--- src/rtl/streaming_extreme_reducer.sv ---
// streaming_extreme_reducer: folds a streamed frame of signed, activation-gated candidates
// into their min or max, with winner index, active count and truncation flag.
module streaming_extreme_reducer #(
    parameter int  NUMBER_SIZE  = 4,
    parameter int  MAX_ELEMENTS = 16,
    localparam int IW           = $clog2(MAX_ELEMENTS),
    localparam int CW           = $clog2(MAX_ELEMENTS + 1)
) (
    input  logic                   clk,
    input  logic                   rst_n,
    input  logic                   in_valid,
    output logic                   in_ready,
    input  logic [NUMBER_SIZE-1:0] in_number,
    input  logic                   in_activation,
    input  logic                   in_last,
    input  logic                   in_mode_max,
    output logic                   out_valid,
    input  logic                   out_ready,
    output logic [NUMBER_SIZE-1:0] out_extreme,
    output logic                   out_activation,
    output logic [IW-1:0]          out_index,
    output logic [CW-1:0]          out_count,
    output logic                   out_truncated
);
    typedef enum logic {ACCUM, DONE} state_t;

    state_t                 r_state, w_next;
    logic                   r_first, r_mode, r_act, r_trunc;
    logic [NUMBER_SIZE-1:0] r_acc;
    logic [IW-1:0]          r_idx, r_win;
    logic [CW-1:0]          r_count;
    logic                   w_take, w_mode, w_limit, w_close, w_repl, w_release;

    assign w_take    = in_valid & in_ready;
    assign w_release = out_valid & out_ready;
    assign w_mode    = r_first ? in_mode_max : r_mode;
    assign w_limit   = r_idx == IW'(MAX_ELEMENTS - 1);
    assign w_close   = in_last | w_limit;
    // strict compare: ties keep the earlier beat
    assign w_repl    = in_activation & (~r_act |
                       (w_mode ? ($signed(in_number) > $signed(r_acc))
                               : ($signed(in_number) < $signed(r_acc))));

    always_ff @(posedge clk or negedge rst_n) begin
        if (!rst_n) r_state <= ACCUM;
        else        r_state <= w_next;
    end

    always_comb begin
        w_next = r_state;
        if (r_state == ACCUM && w_take && w_close) w_next = DONE;
        if (r_state == DONE && out_ready)          w_next = ACCUM;
    end

    always_comb begin
        in_ready  = r_state == ACCUM;
        out_valid = r_state == DONE;
    end

    always_ff @(posedge clk or negedge rst_n) begin
        if (!rst_n) begin
            r_first <= 1'b1;
            r_mode  <= 1'b0;
            r_act   <= 1'b0;
            r_trunc <= 1'b0;
            r_acc   <= '0;
            r_idx   <= '0;
            r_win   <= '0;
            r_count <= '0;
        end else if (w_release) begin
            r_first <= 1'b1;
            r_act   <= 1'b0;
            r_trunc <= 1'b0;
            r_acc   <= '0;
            r_idx   <= '0;
            r_win   <= '0;
            r_count <= '0;
        end else if (w_take) begin
            r_first <= w_close;
            r_mode  <= w_mode;
            r_act   <= r_act | in_activation;
            r_trunc <= w_limit & ~in_last;
            r_idx   <= r_idx + 1'b1;
            r_count <= r_count + CW'(in_activation);
            if (w_repl) begin
                r_acc <= in_number;
                r_win <= r_idx;
            end
        end
    end

    assign out_extreme    = r_acc;
    assign out_activation = r_act;
    assign out_index      = r_win;
    assign out_count      = r_count;
    assign out_truncated  = r_trunc;
endmodule

--- config.mk ---
export PLATFORM = sky130hd
export DESIGN_NAME = streaming_extreme_reducer
export DESIGN_NICKNAME = d
export VERILOG_FILES = /design/src/rtl/streaming_extreme_reducer.sv
export SDC_FILE = /design/constraint.sdc
export NUM_CORES = 1
export LEC_CHECK = 0
export ABC_CLOCK_PERIOD_IN_PS = 2500
export BUFFER_PORTS_ARGS = -buffer_cell sky130_fd_sc_hd__buf_2
export CAP_MARGIN = 25
export CORE_ASPECT_RATIO = 0.75
export CORE_MARGIN = 1
export CORE_UTILIZATION = 51
export DETAILED_ROUTE_END_ITERATION = 10
export PLACE_DENSITY = 0.82
export SETUP_SLACK_MARGIN = 0.4
export SYNTH_ARGS = -nofsm -noshare
export SYNTH_HDL_FRONTEND = slang
export SYNTH_SLANG_ARGS = --single-unit
--- constraint.sdc ---
create_clock -name clk -period 2.5 [get_ports clk]
set_clock_uncertainty 0.15 [all_clocks]
set_input_delay 0.125 -clock clk [delete_from_list [all_inputs] [get_ports clk]]
set_output_delay 0.125 -clock clk [all_outputs]
set_load 0.05 [all_outputs]
# Word level (Yosys, flattened, before mapping)
# Cells that the tools add are included.
dict set report word_totals {
  inputBits 11
  elab_cells 53
  regBits 22
  output_inout_bits 17
}
dict set report classes {
  add_sub_neg 2
  mux 20
  n_eq_ne 1
  n_bitwise 11
  n_reduce_logical 8
  order_cmp 2
}
# operator n
set ops {}
lappend ops {{$mux W4} 8}
lappend ops {{$mux W1} 10}
lappend ops {{$mux W5} 2}
lappend ops {{$reduce_bool A2 Y1} 3}
lappend ops {{$add A5 B1 Y5} 1}
lappend ops {{$add A4 B1 Y4 const B} 1}
lappend ops {{$and A1 B1 Y1} 4}
lappend ops {{$eq A4 B4 Y1 const B} 1}
lappend ops {{$gt A4 B4 Y1} 1}
lappend ops {{$lt A4 B4 Y1} 1}
lappend ops {{$not A1 Y1} 4}
lappend ops {{$reduce_and A2 Y1} 2}
lappend ops {{$logic_and A1 B1 Y1} 3}
lappend ops {{$or A1 B1 Y1} 3}

# Logic depth before layout (Yosys ltp)
# Gate-level depths: netlist of run 1.
dict set report logic_depth {
  ltp_word 7
  depth_mapped 8
  mapped_depth_nobuf 7
}

# Worst setup path after synthesis of run 1
# Ideal clock, no wire load.
dict set report synth_path {
  path_type {register -> register}
  startpoint {reg r_acc[3] (netlist: out_extreme[3])}
  endpoint {reg r_win[2] (netlist: out_index[2])}
  period_less_slack_ns 2.283
  n_path_buf 1
  path_stages_with_launch 8
  path_slack_ns 0.217
  setup_time_ns 0.124
  arrival_time_ns 2.009
  required_ns 2.226
  cell_sequence {dfrtp_1 inv_1 ha_1 mux2_4 and3_1 o311a_1 buf_6 mux2i_1}
}
dict set report synth_between {
  elab_chain_len 6
  elab_cells_between_ends 7
  classes_between {2 x order compare; 1 x mux; 2 x bitwise; 2 x reduce/logical}
}
# item line_no
set synth_lines {}
lappend synth_lines {{start: declaration} 29} ;# logic [NUMBER_SIZE-1:0] r_acc;
lappend synth_lines {{start signal: assignment} 86} ;# r_acc <= in_number;
lappend synth_lines {{$lt A4 B4 Y1 / $gt A4 B4 Y1 (equally long branches)} {42, 41}}
lappend synth_lines {{$mux W1 *} 41} ;# (w_mode ? ($signed(in_number) > $signed(r_acc))
lappend synth_lines {{$or A1 B1 Y1 *} 40} ;# assign w_repl = in_activation & (~r_act |
lappend synth_lines {{$and A1 B1 Y1 *} 40}
lappend synth_lines {{$reduce_bool A2 Y1 (no line) *} --}
lappend synth_lines {{$reduce_and A2 Y1 (no line) *} --}
lappend synth_lines {{end signal: assignment} 87} ;# r_win <= r_idx;
lappend synth_lines {{end: declaration} 30} ;# logic [IW-1:0] r_idx, r_win;
# Every way passes the cells marked *; elsewhere a longest branch is shown, timed or not.
# A chain may end at the register's enable or synchronous reset.

# Worst setup path in the final report of run 1
dict set report layout_path {
  startpoint {in in_number[3]}
  endpoint {reg r_win[2] (netlist: out_index[2])}
}
dict set report layout_between {
  elab_chain_len 6
  elab_cells_between_ends 7
  classes_between {2 x order compare; 1 x mux; 2 x bitwise; 2 x reduce/logical}
}
# item line_no
set layout_lines {}
lappend layout_lines {{start: declaration} 13} ;# input logic [NUMBER_SIZE-1:0] in_number,
lappend layout_lines {{$lt A4 B4 Y1 / $gt A4 B4 Y1 (equally long branches)} {42, 41}}
lappend layout_lines {{$mux W1 *} 41}
lappend layout_lines {{$or A1 B1 Y1 *} 40}
lappend layout_lines {{$and A1 B1 Y1 *} 40}
lappend layout_lines {{$reduce_bool A2 Y1 (no line) *} --}
lappend layout_lines {{$reduce_and A2 Y1 (no line) *} --}
# Marked as above.

==> results.cfg, run 1 <==
[floorplanning]
pin_count = 28
start_util_pct = 54.80
die_h_um = 42.47
die_area_um2 = 2376
dieWidth_um = 55.96
core_um2 = 2032
std_cell_rows = 14

[worst_setup_path]
crit_path_start_kind = input port
required_ps = 2550
cp.depth = 7
endpoint_kind = flop
critPathBufInv = 2
critical_path_class = in -> reg
critPathMaxFanout = 8
critPathSlowestCell = dlygate4sd3_1
reg2reg_depth = 6
critPathMaxStageDelay_ps = 530
critPathTopFamily = buffers and inverters
path_cells = dlygate4sd3_1, buf_2, ha_4, mux2_4, and3_1, o311a_4, mux2i_1
cp.arrival_ps = 2110

[job]
maxCapViolCount = 0

[sta]
rsz0062_at_grt = false
finalHoldViolCount = 0
tns_ps = 0
worstMarginPinSlew_ps = 479.7
final.period_utilization_pct = 82.36
setup_viol = 0
fin_crit_ps = 2059
slew_viol_final = 0
slew-limit-headroom_pct = 68.02
fmax_mhz = 485.6

[synth]
async_reset_ff_share_pct = 100.0
synth_fa_ha_area_share_pct = 7.865
ys_ff_latch = 22
synthDistinctLibCells = 29
synth_compound_area_share_pct = 8.427
synthesis.nets = 125
synth_xor_area_share_pct = 3.933
synth_top_family_by_area = simple AND/OR/NAND/NOR gates
ys_seq_area_share_pct = 49.55
syn_avg_cell_area_um2 = 10.41
synthFlopType = dfrtp_1
syn-instance-count = 107
synth_edf_count = 0
synthMuxAreaShare_pct = 10.45
synth_warnings = 0
yosys-top-cells-area = dfrtp_1, mux2i_1, ha_1, nand2_1, inv_1
synth_area_leader_cell = dfrtp_1
synth-simple-area-share_pct = 13.71
syn-cell-area_um2 = 1114
synth_top_cell_area_share_pct = 47.19

[cells_and_area]
fin_util_pct = 69.58
diodes = 0
final_common_cell = buf_2
design_area_um2 = 1414
most-common-layout-cells = buf_2, dfrtp_1, nand2_1
drive_gt1_share_pct = 29.17
area_growth_syn_to_layout_pct = 26.97
nets = 163

[route]
drt_wl_total_mm = 2.231
drt_iter0_drc = 19
routed_via_density = 5.315
drt-wirelength-per-cell_um = 13.28
drc = 0
ant_nets = 0
dr.pass1.iters = 4
vias = 893

[hold_path]
worstHoldPathCells = 3
hold_class = in -> reg

[global_routing]
grt_remaining_overflow = 0
antenna_found_initial = 0
grtUsageTotal_pct = 21.12
grt_pass1_wl_mm = 3.857
grt_pass1_vias = 877
grt_max_degree = 23

[cts]
clk_pin_slew_ps = 130
cts_buffers = 3
cts_tree = built
root_buffer = clkbuf_4
clock_path_buffers = 2
clk-insertion-delay-late_ps = 320
htreeDepth = 1
post_cts_buffers = 0
clock_sinks = 22

[place]
dpl_cell_area_um2 = 1276
gp_congestion = 0.8475
detailed_place_hpwl_mm = 1.585
io_buffers = 27

[power]
worst_ir_drop_vdd_v = 0.0006064
power_density_nw_per_um2 = 951.4
p_leak_nw = 0.7308

[run_status]
run_status = complete, no violations
power by group:
group / internal, mW / switching [mW]
Combinational: 0.205 / 0.412
Clock: 0.0890 / 0.111
Sequential: 0.453 / 0.0748
final timing paths:
| path | endpoint | slack [ps] | from |
|---|---|---|---|
| max | out_index[2]$_DFFE_PN0P_ | 440 | in_number[3] |
| min | r_first$_DFFE_PN1P_ | 10 | in_valid |
| max reg2reg | out_index[2]$_DFFE_PN0P_ | 480 | out_extreme[3]$_DFFE_PN0P_ |
| min reg2reg | out_truncated$_DFFE_PN0P_ | 340 | out_truncated$_DFFE_PN0P_ |
| max in group asynchronous | out_extreme[1]$_DFFE_PN0P_ | 1700 | rst_n |
| min in group asynchronous | r_mode$_DFFE_PN0P_ | 140 | rst_n |
repair_timing:
action / in CTS / in global routing
hold endpoints to repair: 31 / 0
endpoints found under the setup margin: 8 / 8
pin swaps: 0 / 1
hold buffers: 9 / 0
resized for setup: 1 / 1
sequential cells by signal, indices dropped and copies added (netlist names):
| signal | flops |
|---|---|
| out_activation | 1 |
| out_count | 5 |
| out_extreme | 4 |
| out_index | 4 |
| out_truncated | 1 |
| out_valid | 1 |
| r_first | 1 |
| r_idx | 4 |
| r_mode | 1 |
per-stage QoR:
| stage | std cells | hold slack (ps) | setup slack [ps] | total power [mW] |
|---|---|---|---|---|
| 2_1_floorplan | 107 | -320.6 | 387.3 | 0.9922 |
| 4_1_cts | 168 | 5.035 | 423.6 | 1.345 |
| 3_5_place_dp | 155 | -25.93 | 375.9 | 1.133 |
| 3_3_place_gp | 155 | -38.97 | 439.5 | 1.111 |
| 5_1_grt | 168 | 33.67 | 340.6 | 1.425 |
| 6_report | 168 | 13.39 | 440.9 | 1.345 |
worst register-to-register path: cells and delay by family (launching register included):
kind,cells,cell delay (ps)
mux,2,450
compound gates,1,430
flops,1,400
fa+ha+maj,1,270
simple gates,1,180
buf+inv,1,50
final cells by class:
class / instances / area [um^2]
fill: 156 / 618.1
sequential: 22 / 555.5
tap: 24 / 30.03
clock buffer: 4 / 36.28
multi-input combinational: 69 / 518.0
timing repair buffer: 36 / 225.2
inverter: 13 / 48.80
layer usage:
| layer | track usage (%) | up-vias | part of all wire (%) |
|---|---|---|---|
| li1 | - | 433 | - |
| met1 | 28.83 | 435 | 50 |
| met2 | 33.01 | 22 | 44 |
| met3 | 5.556 | 3 | 4.6 |
| met4 | 7.317 | 0 | 0.76 |
| met5 | 0 | - | 0 |
cells by family after synthesis:
family	Yosys count
mux	11
compound gates	13
xor+xnor	5
simple gates	33
fa+ha+maj	7
flops	22
buf+inv	16
cells in the mapped netlist (all sizes together) (2+ instances only):
master and n:
dfrtp 21, nand2 17, inv 13, mux2i 9
ha 7, nor2 7, a22o 3, and2b 3
nand4 3, o21ai 3, xor2 3, clkbuf 2
mux2 2, xnor2 2
Note: power is estimated with default switching activity, not from simulation.
==> run 2, diff against run 1 <==
Settings changed: ABC_CLOCK_PERIOD_IN_PS 2500 to 2050.
Clock period 2.5 ns to 2.05 ns, I/O delays scaled along.
==> run 2 against run 1 <==
Register-to-register slack worse by 410 ps. Non-clock buffer count is 3 higher. Sequential power is 23% higher. Global-route usage is 3.1 points higher. Count of clock-buffer cells in the layout stayed put. Via count is 1.0% higher. Critical path type is now reg -> reg.
==> results.cfg, run 2 (synthesis gave the netlist of run 1 again) <==
[sta]
slew-limit-headroom_pct = 67.14
final.period_utilization_pct = 96.82
fin_crit_ps = 1985
setup_viol = 0
rsz0062_at_grt = true
tns_ps = 0
fmax_mhz = 503.8
worstMarginPinSlew_ps = 492.9
slew_viol_final = 0
finalHoldViolCount = 0

[worst_setup_path]
critPathMaxFanout = 8
required_ps = 2110
crit_path_start_kind = flop
reg2reg_depth = 6
critical_path_class = reg -> reg
cp.arrival_ps = 2040
endpoint_kind = flop

[route]
drt_wl_total_mm = 2.449
drt-wirelength-per-cell_um = 14.32
routed_via_density = 5.275
drt_iter0_drc = 34
dr.pass1.iters = 4
ant_nets = 0
drc = 0
vias = 902

[floorplanning]
die_area_um2 = 2376
dieWidth_um = 55.96
core_um2 = 2032
start_util_pct = 54.80
die_h_um = 42.47
std_cell_rows = 14
pin_count = 28

[power]
p_leak_nw = 0.7438
power_density_nw_per_um2 = 1169
power_mw = 1.708
worst_ir_drop_vdd_v = 0.0008711

[cts]
root_buffer = clkbuf_4
clock_sinks = 22
clk-insertion-delay-late_ps = 310
clock_path_buffers = 2
htreeDepth = 1
cts_buffers = 3
cts_tree = built
clk_pin_slew_ps = 120

[cells_and_area]
largest_register_ffs = 5
area_growth_syn_to_layout_pct = 31.24
fin_util_pct = 71.92
most-common-layout-cells = buf_2, nand2_1, dfrtp_1
design_area_um2 = 1461
drive_gt1_share_pct = 33.33
diodes = 0
final_common_cell = buf_2
nets = 166
fin_cells = 171

[job]
maxCapViolCount = 0

[global_routing]
grt_remaining_overflow = 0
antenna_found_initial = 0
grt_pass1_wl_mm = 4.298
grt_max_degree = 23
grt_pass1_vias = 917
grtUsageTotal_pct = 24.26

[place]
io_buffers = 27
gp_congestion = 0.7696
dpl_cell_area_um2 = 1277
place_inst = 155
detailed_place_hpwl_mm = 1.678

[run_status]
run_status = complete, no violations

[hold_path]
hold_class = in -> async
run 2: routing by layer:
| layer | wire, um | GRT usage (%) |
|---|---|---|
| met1 | 1183 | 32.79 |
| met2 | 1150 | 40.96 |
| met3 | 80 | 6.481 |
| met4 | 34 | 2.927 |
| met5 | 0 | 0 |
run 2: cell type report:
class,count,area (um^2)
repair buffers,39,250.2
well taps,24,30.03
multi-input cells,69,539.3
clock buffers,4,36.28
flip-flops and latches,22,556.8
inverters,13,48.80
fillers,161,570.5
run 2: worst paths after layout:
path                                            start                         to  slack [ps]
min                                             rst_n   out_index[2]$_DFFE_PN0P_         120
max in group asynchronous                       rst_n      out_valid$_DFFE_PN0P_        1270
min reg2reg                 out_truncated$_DFFE_PN0P_  out_truncated$_DFFE_PN0P_         340
max reg2reg                out_extreme[3]$_DFFE_PN0P_   out_index[1]$_DFFE_PN0P_          70
max                        out_extreme[3]$_DFFE_PN0P_   out_index[1]$_DFFE_PN0P_          70
min in group clk            out_truncated$_DFFE_PN0P_  out_truncated$_DFFE_PN0P_         340
run 2: worst max-delay path, stage by stage (launching register included):
cell	delay [ps]
dfrtp_2	390
inv_2	50
ha_4	260
mux2_4	300
and3_4	160
o311a_4	420
mux2i_1	150
run 2: per-stage QoR:
| stage | worst slack (ps) | hold slack (ps) |
|---|---|---|
| 6_report | 65.27 | 116.6 |
| 5_1_grt | -17.86 | 169.8 |
| 4_1_cts | 98.02 | 127.0 |
| 3_5_place_dp | -134.9 | -55.10 |
| 3_3_place_gp | -5.610 | -64.26 |
| 2_1_floorplan | -62.70 | -343.1 |
run 2: where the power goes:
part           leakage [nW]  switching (mW)  total (mW)  internal, mW
Combinational         0.443           0.532       0.816         0.284
Clock                0.0210           0.135       0.244         0.109
Sequential            0.280          0.0947       0.648         0.553
run 2: timing repair:
action	4_1_cts	5_1_grt
setup endpoints to repair	8	8
endpoints found under the hold margin	31	0
pin swaps	0	3
resized for setup	5	2
cloned	0	0
hold buffers	10	0
setup buffers	2	0
